`src/rtl/id_ex_stage_reg.sv`:
```
// ---------------------------------------------------------------------------
// id_ex_stage_reg
//   Pipeline register between instruction decode (ID) and execute (EX) of the
//   5-stage ARM-subset core. Each rising edge it captures the decoded control
//   bundle, operands, immediates, destination and the C flag.
//
//   Update priority per edge: rst > flush > freeze > load.
//     rst    : every *_out, valid_out and bubble_count go to 0
//     flush  : every *_out and valid_out go to 0, bubble_count += 1 (saturating)
//     freeze : everything holds
//     load   : every *_out takes its *_in, valid_out = 1, bubble_count holds
//
//   There is no handshake on this register: the hazard unit owns freeze and
//   the branch logic owns flush, and both are honoured on the same edge.
//
//   Optional build macro: ID_EX_FORWARD_SRC_EN
//     defined   : src1_out / src2_out are registered like every other field
//     undefined : no src registers exist, src1_out / src2_out are tied to 0
//
// Ports
//   clk, rst                      clock, synchronous active-high reset
//   flush, freeze                 bubble insertion / hold
//   pc_in ... carry_in            ID-stage values to capture
//   pc_out ... carry_out          registered copies (one-cycle latency)
//   valid_out                     1 = real instruction, 0 = bubble
//   bubble_count                  saturating count of flush-inserted bubbles
// ---------------------------------------------------------------------------
module id_ex_stage_reg #(
  parameter int WORD_WIDTH            = 32,
  parameter int REG_FILE_DEPTH        = 4,
  parameter int SIGNED_IMM_WIDTH      = 24,
  parameter int SHIFTER_OPERAND_WIDTH = 12,
  parameter int BUBBLE_CNT_WIDTH      = 16
) (
  input  logic                             clk,
  input  logic                             rst,
  input  logic                             flush,
  input  logic                             freeze,
  input  logic [WORD_WIDTH-1:0]            pc_in,
  input  logic [WORD_WIDTH-1:0]            instruction_in,
  input  logic [REG_FILE_DEPTH-1:0]        reg_file_dst_in,
  input  logic [REG_FILE_DEPTH-1:0]        src1_in,
  input  logic [REG_FILE_DEPTH-1:0]        src2_in,
  input  logic [WORD_WIDTH-1:0]            val_Rn_in,
  input  logic [WORD_WIDTH-1:0]            val_Rm_in,
  input  logic [SIGNED_IMM_WIDTH-1:0]      signed_immediate_in,
  input  logic [SHIFTER_OPERAND_WIDTH-1:0] shifter_operand_in,
  input  logic [3:0]                       EX_command_in,
  input  logic                             mem_read_in,
  input  logic                             mem_write_in,
  input  logic                             WB_en_in,
  input  logic                             Imm_in,
  input  logic                             B_in,
  input  logic                             SR_update_in,
  input  logic                             carry_in,
  output logic [WORD_WIDTH-1:0]            pc_out,
  output logic [WORD_WIDTH-1:0]            instruction_out,
  output logic [REG_FILE_DEPTH-1:0]        reg_file_dst_out,
  output logic [REG_FILE_DEPTH-1:0]        src1_out,
  output logic [REG_FILE_DEPTH-1:0]        src2_out,
  output logic [WORD_WIDTH-1:0]            val_Rn_out,
  output logic [WORD_WIDTH-1:0]            val_Rm_out,
  output logic [SIGNED_IMM_WIDTH-1:0]      signed_immediate_out,
  output logic [SHIFTER_OPERAND_WIDTH-1:0] shifter_operand_out,
  output logic [3:0]                       EX_command_out,
  output logic                             mem_read_out,
  output logic                             mem_write_out,
  output logic                             WB_en_out,
  output logic                             Imm_out,
  output logic                             B_out,
  output logic                             SR_update_out,
  output logic                             carry_out,
  output logic                             valid_out,
  output logic [BUBBLE_CNT_WIDTH-1:0]      bubble_count
);

  logic [WORD_WIDTH-1:0]            r_pc;
  logic [WORD_WIDTH-1:0]            r_instruction;
  logic [REG_FILE_DEPTH-1:0]        r_reg_file_dst;
  logic [WORD_WIDTH-1:0]            r_val_Rn;
  logic [WORD_WIDTH-1:0]            r_val_Rm;
  logic [SIGNED_IMM_WIDTH-1:0]      r_signed_immediate;
  logic [SHIFTER_OPERAND_WIDTH-1:0] r_shifter_operand;
  logic [3:0]                       r_EX_command;
  logic                             r_mem_read;
  logic                             r_mem_write;
  logic                             r_WB_en;
  logic                             r_Imm;
  logic                             r_B;
  logic                             r_SR_update;
  logic                             r_carry;
  logic                             r_valid;
  logic [BUBBLE_CNT_WIDTH-1:0]      r_bubble_count;

  // Counter is at all-ones: further flushes must leave it unchanged.
  logic w_bubble_sat;
  assign w_bubble_sat = &r_bubble_count;

  always_ff @(posedge clk) begin
    if (rst || flush) begin
      // Bubbles zero data fields too so that a bubble is fully deterministic.
      r_pc               <= '0;
      r_instruction      <= '0;
      r_reg_file_dst     <= '0;
      r_val_Rn           <= '0;
      r_val_Rm           <= '0;
      r_signed_immediate <= '0;
      r_shifter_operand  <= '0;
      r_EX_command       <= '0;
      r_mem_read         <= 1'b0;
      r_mem_write        <= 1'b0;
      r_WB_en            <= 1'b0;
      r_Imm              <= 1'b0;
      r_B                <= 1'b0;
      r_SR_update        <= 1'b0;
      r_carry            <= 1'b0;
      r_valid            <= 1'b0;
      if (rst) begin
        r_bubble_count <= '0;
      end else if (!w_bubble_sat) begin
        r_bubble_count <= r_bubble_count + 1'b1;
      end
    end else if (!freeze) begin
      // Condition-failed instructions arrive with zeroed control bits and are
      // loaded as-is with valid set; no reinterpretation happens here.
      r_pc               <= pc_in;
      r_instruction      <= instruction_in;
      r_reg_file_dst     <= reg_file_dst_in;
      r_val_Rn           <= val_Rn_in;
      r_val_Rm           <= val_Rm_in;
      r_signed_immediate <= signed_immediate_in;
      r_shifter_operand  <= shifter_operand_in;
      r_EX_command       <= EX_command_in;
      r_mem_read         <= mem_read_in;
      r_mem_write        <= mem_write_in;
      r_WB_en            <= WB_en_in;
      r_Imm              <= Imm_in;
      r_B                <= B_in;
      r_SR_update        <= SR_update_in;
      r_carry            <= carry_in;
      r_valid            <= 1'b1;
    end
  end

`ifdef ID_EX_FORWARD_SRC_EN
  // Source addresses feed the forwarding unit's MEM/WB destination compare.
  logic [REG_FILE_DEPTH-1:0] r_src1;
  logic [REG_FILE_DEPTH-1:0] r_src2;

  always_ff @(posedge clk) begin
    if (rst || flush) begin
      r_src1 <= '0;
      r_src2 <= '0;
    end else if (!freeze) begin
      r_src1 <= src1_in;
      r_src2 <= src2_in;
    end
  end

  assign src1_out = r_src1;
  assign src2_out = r_src2;
`else
  // Forwarding disabled: source addresses are not stored.
  logic w_unused_src;
  assign w_unused_src = ^{src1_in, src2_in};
  assign src1_out     = '0;
  assign src2_out     = '0;
`endif

  assign pc_out               = r_pc;
  assign instruction_out      = r_instruction;
  assign reg_file_dst_out     = r_reg_file_dst;
  assign val_Rn_out           = r_val_Rn;
  assign val_Rm_out           = r_val_Rm;
  assign signed_immediate_out = r_signed_immediate;
  assign shifter_operand_out  = r_shifter_operand;
  assign EX_command_out       = r_EX_command;
  assign mem_read_out         = r_mem_read;
  assign mem_write_out        = r_mem_write;
  assign WB_en_out            = r_WB_en;
  assign Imm_out              = r_Imm;
  assign B_out                = r_B;
  assign SR_update_out        = r_SR_update;
  assign carry_out            = r_carry;
  assign valid_out            = r_valid;
  assign bubble_count         = r_bubble_count;

endmodule

```
`config.mk`:
```
export PLATFORM = sky130hd
export DESIGN_NAME = id_ex_stage_reg
export DESIGN_NICKNAME = d
export VERILOG_FILES = /design/src/rtl/id_ex_stage_reg.sv
export SDC_FILE = /design/constraint.sdc
export NUM_CORES = 1
export LEC_CHECK = 0
export CAP_MARGIN = 20
export CORE_AREA = 2 2 156 158
export DETAILED_ROUTE_END_ITERATION = 10
export DIE_AREA = 0 0 158 160
export PLACE_DENSITY = 0.68
export SLEW_MARGIN = 20
export SYNTH_ARGS = -nofsm -noshare
export SYNTH_HDL_FRONTEND = slang
export SYNTH_SLANG_ARGS = --single-unit
```
`constraint.sdc`:
```
create_clock -name clk -period 1.8 [get_ports clk]
set_input_delay 0.27 -clock clk [delete_from_list [all_inputs] [get_ports clk]]
set_output_delay 0.27 -clock clk [all_outputs]
set_load 0.05 [all_outputs]
```
==> run summary, run 1 <==
die width: 158 um
CTS tree: built
GRT overflow: 0
Fin. Hold Viols: 0
EDFF count, synth: 16
Crit. Startpoint: bubble_count[1]
post-CTS sizing: 109
clock sink count: 196
flops & latches, synth: 196
nets: 1236
Async SR Flop Fraction: 0%
Worst Skew: 0.00927 ns
yosys warns: 0
max-slew violation count: 0
largest net degree at the start of global routing: 85
HP Class: in2reg
wire per inst: 15.0 um
Initial Util: 30.2%
gpl congestion: 0.784
post-route cell area: 11700 um^2
n_diodes: 0
First-pass DRT Iterations: 4
RSZ-0062 raised after global routing: false
dominant synthesized flop cell: dfxtp_1
Post-Syn Instances: 664
Residual DRC: 0
Post-Route WL: 20.7 mm
fmax: 611 MHz
clk root buf: clkbuf_16
synth top area cells: dfxtp_1 (50%), mux2i_1 (25%), nor2_1 (10%)
R2R Path Start: bubble_count[1]
Via Count: 5979
Top Ports: 395
total global-route track usage: 16.3%
CTS clk-pin slew, worst paths: 0.07 ns
worst min-delay path startpoint: freeze
Worst-Skew Late Latency: 0.42 ns
Final period util: 91.0%
final cell count without fillers: 1381
Crit Path Class: reg2reg
first-pass GRT wire length: 32.1 mm
Antenna Violating Nets Remaining: 0
Iter 0 DRT Violations: 220
layout cell share with drive strength beyond 1: 14.7%
P_leak: 5.58 nW
number of global-route vias before repair: 5931
CP arrival: 1.78 ns
Worst Path Required: 1.94 ns
post-CTS setup buffer count: 0
TNS Setup: 0 ns
worst-path maximum fanout: 16
CP endpoint kind: register
Mapped Area: 7190 um^2
Commonest cells post-synth: nor2_1 (193), dfxtp_1 (180), mux2i_1 (179)
vias per std cell: 4.33
sequential area share after synthesis: 56.8%
H-Tree Depth: 4
Die ar.: 25300 um^2
pwr/cell area: 879 nW/um^2
row cnt: 57
Avg Cell Area, Syn: 10.8 um^2
max capacitance violation total: 0
Layout area overhead: 62.5%
initial antenna violation count: 0
Hold-fix buffers, CTS: 0
Yosys cell types: 30
CTS Buf Count: 17
Die Span Y: 160 um
dpl hpwl: 15.7 mm
most area-hungry cell type in the Yosys netlist: dfxtp_1
number of buffers added on ports: 378
fin crit period: 1.64 ns
placed insts: 1349
top-count cell post-synth: nor2_1
Slew HR: 64.3%
outcome: finished clean
placed inst area: 11200 um^2
Max Root-Sink Buffers: 2
CP startpoint kind: register
maximum vdd drop: 496 uV
slew at the pin with the worst max-slew slack: 0.537 ns
Core ar.: 23800 um^2
# setup viols final: 0
Filler cells: 2310
share of the synthesized area in the top cell type: 50.1%
==> final cells by class <==
type	count	area (um^2)	share of cell area, %
clock buffers	19	443	3.79
clock inverters	13	128	1.09
inverters	2	7.51	0.0643
multi-input cells	422	2880	24.6
flip-flops and latches	196	4080	35.0
well taps	324	405	3.47
repair buffers	405	3740	32.0
==> power breakdown <==
group	switching, W	total (W)	leakage (nW)	internal (W)
clock network	0.00183	0.00373	0.286	0.00190
logic	0.00107	0.00188	3.65	0.000809
registers	0.0000913	0.00465	1.64	0.00456
total	0.00300	0.0103	5.58	0.00727
==> cells by family after synthesis <==
kind of cell    Yosys count  synth area share [%]
simple gates            217                  12.2
xor+xnor                 13                  1.58
flops                   196                  56.8
fa+ha+maj                 1                 0.174
compound gates            4                 0.366
mux                     179                  24.9
other cells               1                0.0522
buf+inv                  53                  3.85
==> worst max-delay path, cell delays in order, from the launching register on <==
cell and delay (ns):
edfxtp_1 0.39, ha_2 0.22, and2_4 0.16, nand3_2 0.10, o41a_4 0.49
==> final timing paths <==
check                           endpoint  slack, ns  depth (start not counted)
setup / recovery        bubble_count[12]       0.16                          4
hold / removal    shifter_operand_out[5]       0.33                          3
setup reg to reg        bubble_count[12]       0.16                          4
hold reg to reg                valid_out       0.46                          2
==> cells in the final DEF, fill, tap and decap left out, types with 2 or more instances in the layout <==
| master | synthesis | layout |
|---|---|---|
| a21oi_1 | 2 | 2 |
| and3_1 | 3 | 3 |
| buf_12 | 0 | 8 |
| buf_4 | 8 | 106 |
| clkbuf_16 | 0 | 17 |
| clkdlybuf4s50_1 | 0 | 181 |
| conb_1 | 1 | 8 |
| dfxtp_1 | 180 | 180 |
| dlygate4sd2_1 | 0 | 109 |
| edfxtp_1 | 16 | 16 |
| inv_1 | 2 | 2 |
| inv_6 | 0 | 4 |
| inv_8 | 0 | 7 |
| mux2i_1 | 179 | 179 |
| nand2_1 | 2 | 2 |
| nand3_1 | 5 | 4 |
| nand3_2 | 1 | 2 |
| nand4_1 | 4 | 4 |
| nor2_1 | 193 | 193 |
| xnor2_1 | 2 | 2 |
| xor2_1 | 11 | 11 |
==> routing by layer <==
layer	GRT usage (%)	wire length, um
met1	19.0	8450
met2	27.5	10100
met3	5.43	1680
met4	6.31	498
met5	0	0
==> state kept, by name (all words and copies together), names as in the netlist <==
register / count
instruction_out: 32
pc_out: 32
val_Rm_out: 32
val_Rn_out: 32
signed_immediate_out: 24
bubble_count: 16
shifter_operand_out: 12
EX_command_out: 4
reg_file_dst_out: 4
B_out: 1
Imm_out: 1
SR_update_out: 1
WB_en_out: 1
carry_out: 1
mem_read_out: 1
mem_write_out: 1
valid_out: 1
==> metrics by stage <==
stage | worst slack [ns] | total power (W) | util (%) | hold WS [ns]
CTS | 0.167 | 0.0104 | 49.0 | 0.318
finish | 0.163 | 0.0103 | 49.0 | 0.326
global placement | 0.170 | 0.00669 | 47.2 | 0.443
global route | 0.110 | 0.0107 | 49.0 | 0.340
floorplan | -0.145 | 0.00585 | - | 0.414
detailed placement | 0.161 | 0.00670 | 47.2 | 0.448
No activity file was read; power rests on OpenSTA's default activity.
==> inputs of run 2 (changes only) <==
- ABC_CLOCK_PERIOD_IN_PS: not set -> 2000
- CORE_AREA: 2 2 156 158 -> 2 2 155 157
- DIE_AREA: 0 0 158 160 -> 0 0 157 159
- PLACE_DENSITY: 0.68 -> 0.66
- clock period: 1.8 -> 2 ns (I/O delays scaled with it)
==> run 2 against run 1 <==
Effect of this change: cell area increased by 2.1%; final cell count decreased by 1.2%; via count decreased by 1.6%; utilization increased by 2.4 points; clock skew decreased by 0.00081 ns; largest power group unchanged; hold slack improved by 0.0042 ns; largest cell class unchanged; register-to-register slack improved by 0.11 ns; first-iteration DRC count increased by 20%; global-route usage increased by 0.37 points; clock power decreased by 11%; combinational power decreased by 9%.
==> run summary, run 2 (synthesis results as in run 1) <==
CP endpoint kind: output port
Worst Reg-to-Reg Cells: 4 (unchanged)
Via Count: 5886 (-1.6%)
P_leak: 4.99 nW (-11%)
clock sink count: 196 (unchanged)
HP Class: in2reg
die width: 157 um (-0.63%)
H-Tree Depth: 4 (unchanged)
Worst Skew: 0.00846 ns (-0.000812 ns)
First-pass DRT Iterations: 4 (unchanged)
slew at the pin with the worst max-slew slack: 0.571 ns (+0.0336 ns)
Antenna Violating Nets Remaining: 0 (unchanged)
Die ar.: 25000 um^2 (-1.3%)
wire per inst: 15.5 um (+3.4%)
Crit. Startpoint: bubble_count[13]
fmax: 515 MHz
Seq pwr share: 45.5% (+0.2 points)
worst min-delay path startpoint: freeze
Final period util: 97.2%
TNS Setup: 0 ns (unchanged)
Iter 0 DRT Violations: 265 (+20%)
Net Switching: 0.00269 W (-10%)
Residual DRC: 0 (unchanged)
CP peak stage delay: 0.83 ns (+0.34 ns)
row cnt: 56 (-1.8%)
Core ar.: 23200 um^2 (-2.6%)
Top Ports: 395 (unchanged)
Int Pwr: 0.00653 W (-10%)
logic gate share of total power: 18.5% (+0.2 points)
CP arrival: 1.64 ns (-0.14 ns)
RSZ-0062 raised after global routing: false
pwr/cell area: 773 nW/um^2 (-12%)
dpl hpwl: 15.9 mm (+1.4%)
number of buffers added on ports: 378 (unchanged)
layout cell share with drive strength beyond 1: 5.07% (-9.6 points)
CP startpoint kind: register
fin crit period: 1.94 ns
vias per std cell: 4.32 (-0.33%)
CP Buf/Inv Count: 1 (+1)
Worst Path Required: 1.70 ns (-0.24 ns)
share of total power in the clock network: 35.9% (-0.4 points)
delay-heaviest family, CP: buffers and inverters
CTS Buf Count: 17 (unchanged)
first-pass GRT wire length: 32.1 mm (+0.19%)
CTS clk-pin slew, worst paths: 0.08 ns (about the same)
max capacitance violation total: 0 (unchanged)
nets: 1224 (-0.97%)
Crit Path Class: reg2out
Slew HR: 61.8% (-2.5 points)
most frequent cells in the layout: clkdlybuf4s50_1 (360), nor2_1 (193), dfxtp_1 (180)
Post-Route WL: 21.2 mm (+2.1%)
Initial Util: 31.0% (+0.82 points)
total global-route track usage: 16.6% (+0.37 points)
Levels on crit path: 1 (-3)
Slowest cell on crit path: clkdlybuf4s50_1
maximum vdd drop: 450 uV (-9.2%)
most common cell after layout, fill and taps aside: clkdlybuf4s50_1
Hold-fix buffers, CTS: 0 (unchanged)
Hold Path Cell Cnt: 3 (unchanged)
# setup viols final: 0 (unchanged)
Layout area overhead: 66.0%
gpl congestion: 0.797 (+1.6%)
n_diodes: 0 (unchanged)
critical-path cell list: clkdlybuf4s50_1
worst-path maximum fanout: 3 (-13)
number of global-route vias before repair: 5757 (-2.9%)
largest net degree at the start of global routing: 71 (-16%)
Worst-Skew Late Latency: 0.43 ns (about the same)
initial antenna violation count: 0 (unchanged)
Fin. Hold Viols: 0 (unchanged)
R2R Path Start: bubble_count[0]
total power: 0.00923 W (-10%)
R2R Setup Slk: 0.27 ns (+0.11 ns)
outcome: finished clean
Die Span Y: 159 um (-0.63%)
GRT overflow: 0 (unchanged)
max-slew violation count: 0 (unchanged)
switch share: 29.2% (about the same)
CTS tree: built
clk root buf: clkbuf_16
Max Root-Sink Buffers: 2 (unchanged)
==> run 2: cell types whose count changed in the layout (fill, tap and decap cells not counted), sizes merged <==
cell,before,now
buf,115,16
clkinv,2,8
clkbuf,19,18
clkdlybuf4s50,181,360
inv,13,8
dlymetal6s2s,0,5
dlygate4sd2,109,12
==> run 2: per-stage QoR <==
step	area (um^2)	utilization, %	hold WS, ns	std cells	setup WS, ns
CTS	11900	51.4	0.313	1364	0.0117
floorplan	7220	-	0.444	671	0.0280
global placement	11400	49.0	0.438	1332	0.298
detailed placement	11400	49.0	0.444	1332	0.278
finish	11900	51.4	0.330	1364	0.0566
global route	11900	51.4	0.318	1364	0.00127
==> run 2: per-layer routing <==
metal  track usage [%]  vias up  share of wire [%]
met5                 0        -                  0
met4              4.59        0                1.3
met3              5.99       19                7.5
met2              29.2      199                 51
met1              18.9     2728                 41
li1                  -     2940                  -
==> run 2: area by class of cell <==
class	instances	area, um^2
Clock buffer	18	429
Clock inverter	14	145
Fill cell	2133	11300
Inverter	2	7.51
Multi-Input combinational cell	422	2870
Sequential cell	196	4080
Tap cell	319	399
Timing Repair Buffer	393	4000
==> run 2: power groups by stage <==
stage	sequential, W	combinational (W)	clock, W
floorplan	0.00479	0.000470	0
global placement	0.00429	0.00173	0
detailed placement	0.00429	0.00174	0
CTS	0.00420	0.00173	0.00344
global route	0.00422	0.00180	0.00359
finish	0.00420	0.00171	0.00331
==> run 2: worst paths after layout <==
kind                                          to
worst min-delay path              val_Rm_out[23]
worst max-delay path            bubble_count[13]
worst min register to register         valid_out
worst max register to register  bubble_count[15]
==> run 2: what timing repair did <==
item | 4_1_cts | 5_1_grt
setup endpoints to repair | 12 | 5
buffers inserted | 0 | 0
resized for setup | 12 | 5
==> inputs of run 3 (changes only) <==
- ABC_AREA: not set -> 1
- CORE_AREA: 2 2 155 157 -> 2 2 152 154
- CTS_BUF_LIST: not set -> sky130_fd_sc_hd__clkbuf_4 sky130_fd_sc_hd__clkbuf_8
- DIE_AREA: 0 0 157 159 -> 0 0 154 156
- PLACE_DENSITY: 0.66 -> 0.71
==> run 3 against run 2 <==
Effect of this change: wire length is 12% higher; total power is 8.5% lower; register-to-register slack worse by 0.04 ns; flip-flop and latch count stayed put; utilization is 2.3 points higher; critical path type unchanged; sequential power hardly changed; combinational power hardly changed; via count is 21% higher; non-clock buffer count is 4 higher.
==> run summary, run 3 <==
CTS clk-pin slew, worst paths: 0.11 ns (+0.03 ns)
pwr/cell area: 702 nW/um^2 (-9.2%)
Iter 0 DRT Violations: 412 (+55%)
Via Count: 7130 (+21%)
most frequent cells in the layout: nand2_1 (390), clkdlybuf4s50_1 (314), dfxtp_1 (180)
most area-hungry cell type in the Yosys netlist: dfxtp_1
Post-Syn Instances: 908 (+37%)
placed inst area: 11600 um^2 (+1.7%)
gpl congestion: 0.786 (-1.4%)
first-pass GRT wire length: 36.3 mm (+13%)
Hold Path Cell Cnt: 4 (+1)
Worst Skew: 0.00832 ns (-0.000144 ns)
Max Root-Sink Buffers: 2 (unchanged)
main combinational cell family by area after synthesis: simple AND/OR/NAND/NOR gates
GRT overflow: 0 (unchanged)
largest net degree at the start of global routing: 180 (+150%)
Synth Area in Adders: 0.163% (-0.011 points)
Filler cells: 2118 (-0.70%)
sequential area share after synthesis: 53.1% (-3.7 points)
Commonest cells post-synth: nand2_1 (390), dfxtp_1 (180), a21oi_2 (100)
Mapped Area: 7690 um^2 (+7.0%)
yosys warns: 0 (unchanged)
CTS tree: built
R2R Path Start: bubble_count[0]
post-CTS setup buffer count: 0 (unchanged)
most common cell after layout, fill and taps aside: nand2_1
n_diodes: 0 (unchanged)
synth top area cells: dfxtp_1 (47%), nand2_1 (19%), a21oi_2 (11%)
HP Class: in2reg
maximum vdd drop: 455 uV (+1.1%)
Hold-fix buffers, CTS: 0 (unchanged)
layout cell share with drive strength beyond 1: 12.9% (+7.8 points)
Antenna Violating Nets Remaining: 0 (unchanged)
Avg Cell Area, Syn: 8.47 um^2 (-22%)
Die ar.: 24000 um^2 (-3.8%)
vias per std cell: 4.56 (+5.8%)
Worst Reg-to-Reg Cells: 7 (+3)
critical-path cell list: clkdlybuf4s50_1
CP peak stage delay: 0.84 ns (about the same)
Worst Path Required: 1.70 ns (about the same)
multi-input logic area: 3060 um^2 (+6.8%)
Post-Route WL: 23.8 mm (+12%)
slew at the pin with the worst max-slew slack: 0.999 ns (+0.428 ns)
EDFF count, synth: 16 (unchanged)
multiplexer area fraction after synthesis: 0% (-25 points)
Fin. Hold Viols: 0 (unchanged)
worst-path maximum fanout: 2 (-1)
reg2reg end: bubble_count[8]
Slew HR: 33.4% (-28 points)
initial antenna violation count: 0 (unchanged)
Die Span Y: 156 um (-1.9%)
number of buffers added on ports: 378 (unchanged)
post-synthesis compound-gate area fraction: 17.6% (+17 points)
flops & latches, synth: 196 (unchanged)
Yosys cell types: 23 (-23%)
CP startpoint kind: register
fin crit period: 1.94 ns (-0.00104 ns)
wire per inst: 15.2 um (-2.0%)
CP Buf/Inv Count: 1 (unchanged)
number of global-route vias before repair: 6764 (+17%)
register area: 4080 um^2 (unchanged)
Layout area overhead: 56.3%
post-route cell area: 12000 um^2 (+0.76%)
row cnt: 55 (-1.8%)
Slowest cell on crit path: clkdlybuf4s50_1
max capacitance violation total: 0 (unchanged)
CP arrival: 1.64 ns (about the same)
First-pass DRT Iterations: 6 (+2)
Core ar.: 22400 um^2 (-3.6%)
Final period util: 97.1% (about the same)
clock sink count: 196 (unchanged)
fin worst setup slack: 0.0576 ns (+0.00104 ns)
top-count cell post-synth: nand2_1
Worst-Skew Late Latency: 0.45 ns (+0.02 ns)
nets: 1456 (+19%)
delay-heaviest family, CP: buffers and inverters
Crit. Startpoint: val_Rm_out[4]
CP endpoint kind: output port
fmax: 515 MHz (about the same)
P_leak: 5.03 nW (+0.79%)
Residual DRC: 0 (unchanged)
total global-route track usage: 18.9% (+2.2 points)
Crit Path Class: reg2out
share of the synthesized area in the top cell type: 46.9% (-3.3 points)
clk root buf: clkbuf_8
Post-Route Utilization: 53.7% (+2.3 points)
dpl hpwl: 16.8 mm (+5.7%)
H-Tree Depth: 4 (unchanged)
hold endpoint: val_Rn_out[2]
max-slew violation count: 0 (unchanged)
CTS Buf Count: 17 (unchanged)
outcome: finished clean
Async SR Flop Fraction: 0% (unchanged)
Simple-Gate Fraction of Synth Area: 21.3% (+9.1 points)
Top Ports: 395 (unchanged)
worst min-delay path startpoint: freeze
Initial Util: 34.4% (+3.4 points)
dominant synthesized flop cell: dfxtp_1
die width: 154 um (-1.9%)
# setup viols final: 0 (unchanged)
Synth Area in XOR/XNOR: 0.228% (-1.4 points)
R2R Setup Slk: 0.23 ns (-0.04 ns)
pre-CTS setup slack: 0.119 ns (-0.159 ns)
total power: 0.00844 W (-8.5%)
-- run 3: timing repair --
action	in CTS	in global routing
gates resized for setup	18	39
endpoints found under the setup margin	18	39
endpoints found under the hold margin	0	0
-- run 3: through the flow --
step	hold slack [ns]	TNS, ns	instances
floorplan	0.444	0	915
global placement	0.451	0	1530
detailed placement	0.449	0	1530
CTS	0.244	0	1562
global route	0.275	-0.00761	1562
finish	0.279	0	1562
-- run 3: per-layer routing --
layer | up-vias | track usage, % | share of wire (%)
li1 | 3587 | - | -
met1 | 3276 | 22.2 | 42
met3 | 18 | 5.86 | 7.4
met4 | 0 | 5.16 | 1.4
met2 | 249 | 33.3 | 50
met5 | - | 0 | 0
-- run 3: logic make-up (layout without fill, tap and decap cells) --
family                     after synthesis  after routing
AOI/OAI and AO/OA                      193            193
xor gates and xnor gates                 2              2
adders and majority gates                1              1
buffers and inverters                   85            447
DFF                                    196            196
other                                    1              8
and+or+nand+nor                        430            430
-- run 3: worst max path at each step --
stage | endpoint | slack (ns) | cells after the start
final | val_Rm_out[4] | 0.06 | 1
after CTS | shifter_operand_out[0] | 0.004 | 1
after detailed placement | bubble_count[2] | 0.12 | 6
after floorplan | bubble_count[0] | 0.04 | 6
after global placement | bubble_count[2] | 0.14 | 6
after global routing | val_Rn_out[16] | -0.008 | 1
-- run 3: cell type report --
| cell class | count | share of cell area [%] |
|---|---|---|
| repair buffers | 397 | 33.7 |
| flip-flops and latches | 196 | 34.0 |
| inverters | 18 | 0.645 |
| clock inverters | 13 | 1.18 |
| clock buffers | 19 | 2.07 |
| well taps | 285 | 2.97 |
| multi-input cells | 634 | 25.5 |
-- run 3: power by group --
part,internal [W],leakage [nW],switching (W),total (W)
clock network,0.000966,0.201,0.00160,0.00257
logic,0.000673,3.19,0.00101,0.00168
registers,0.00410,1.64,0.0000939,0.00420
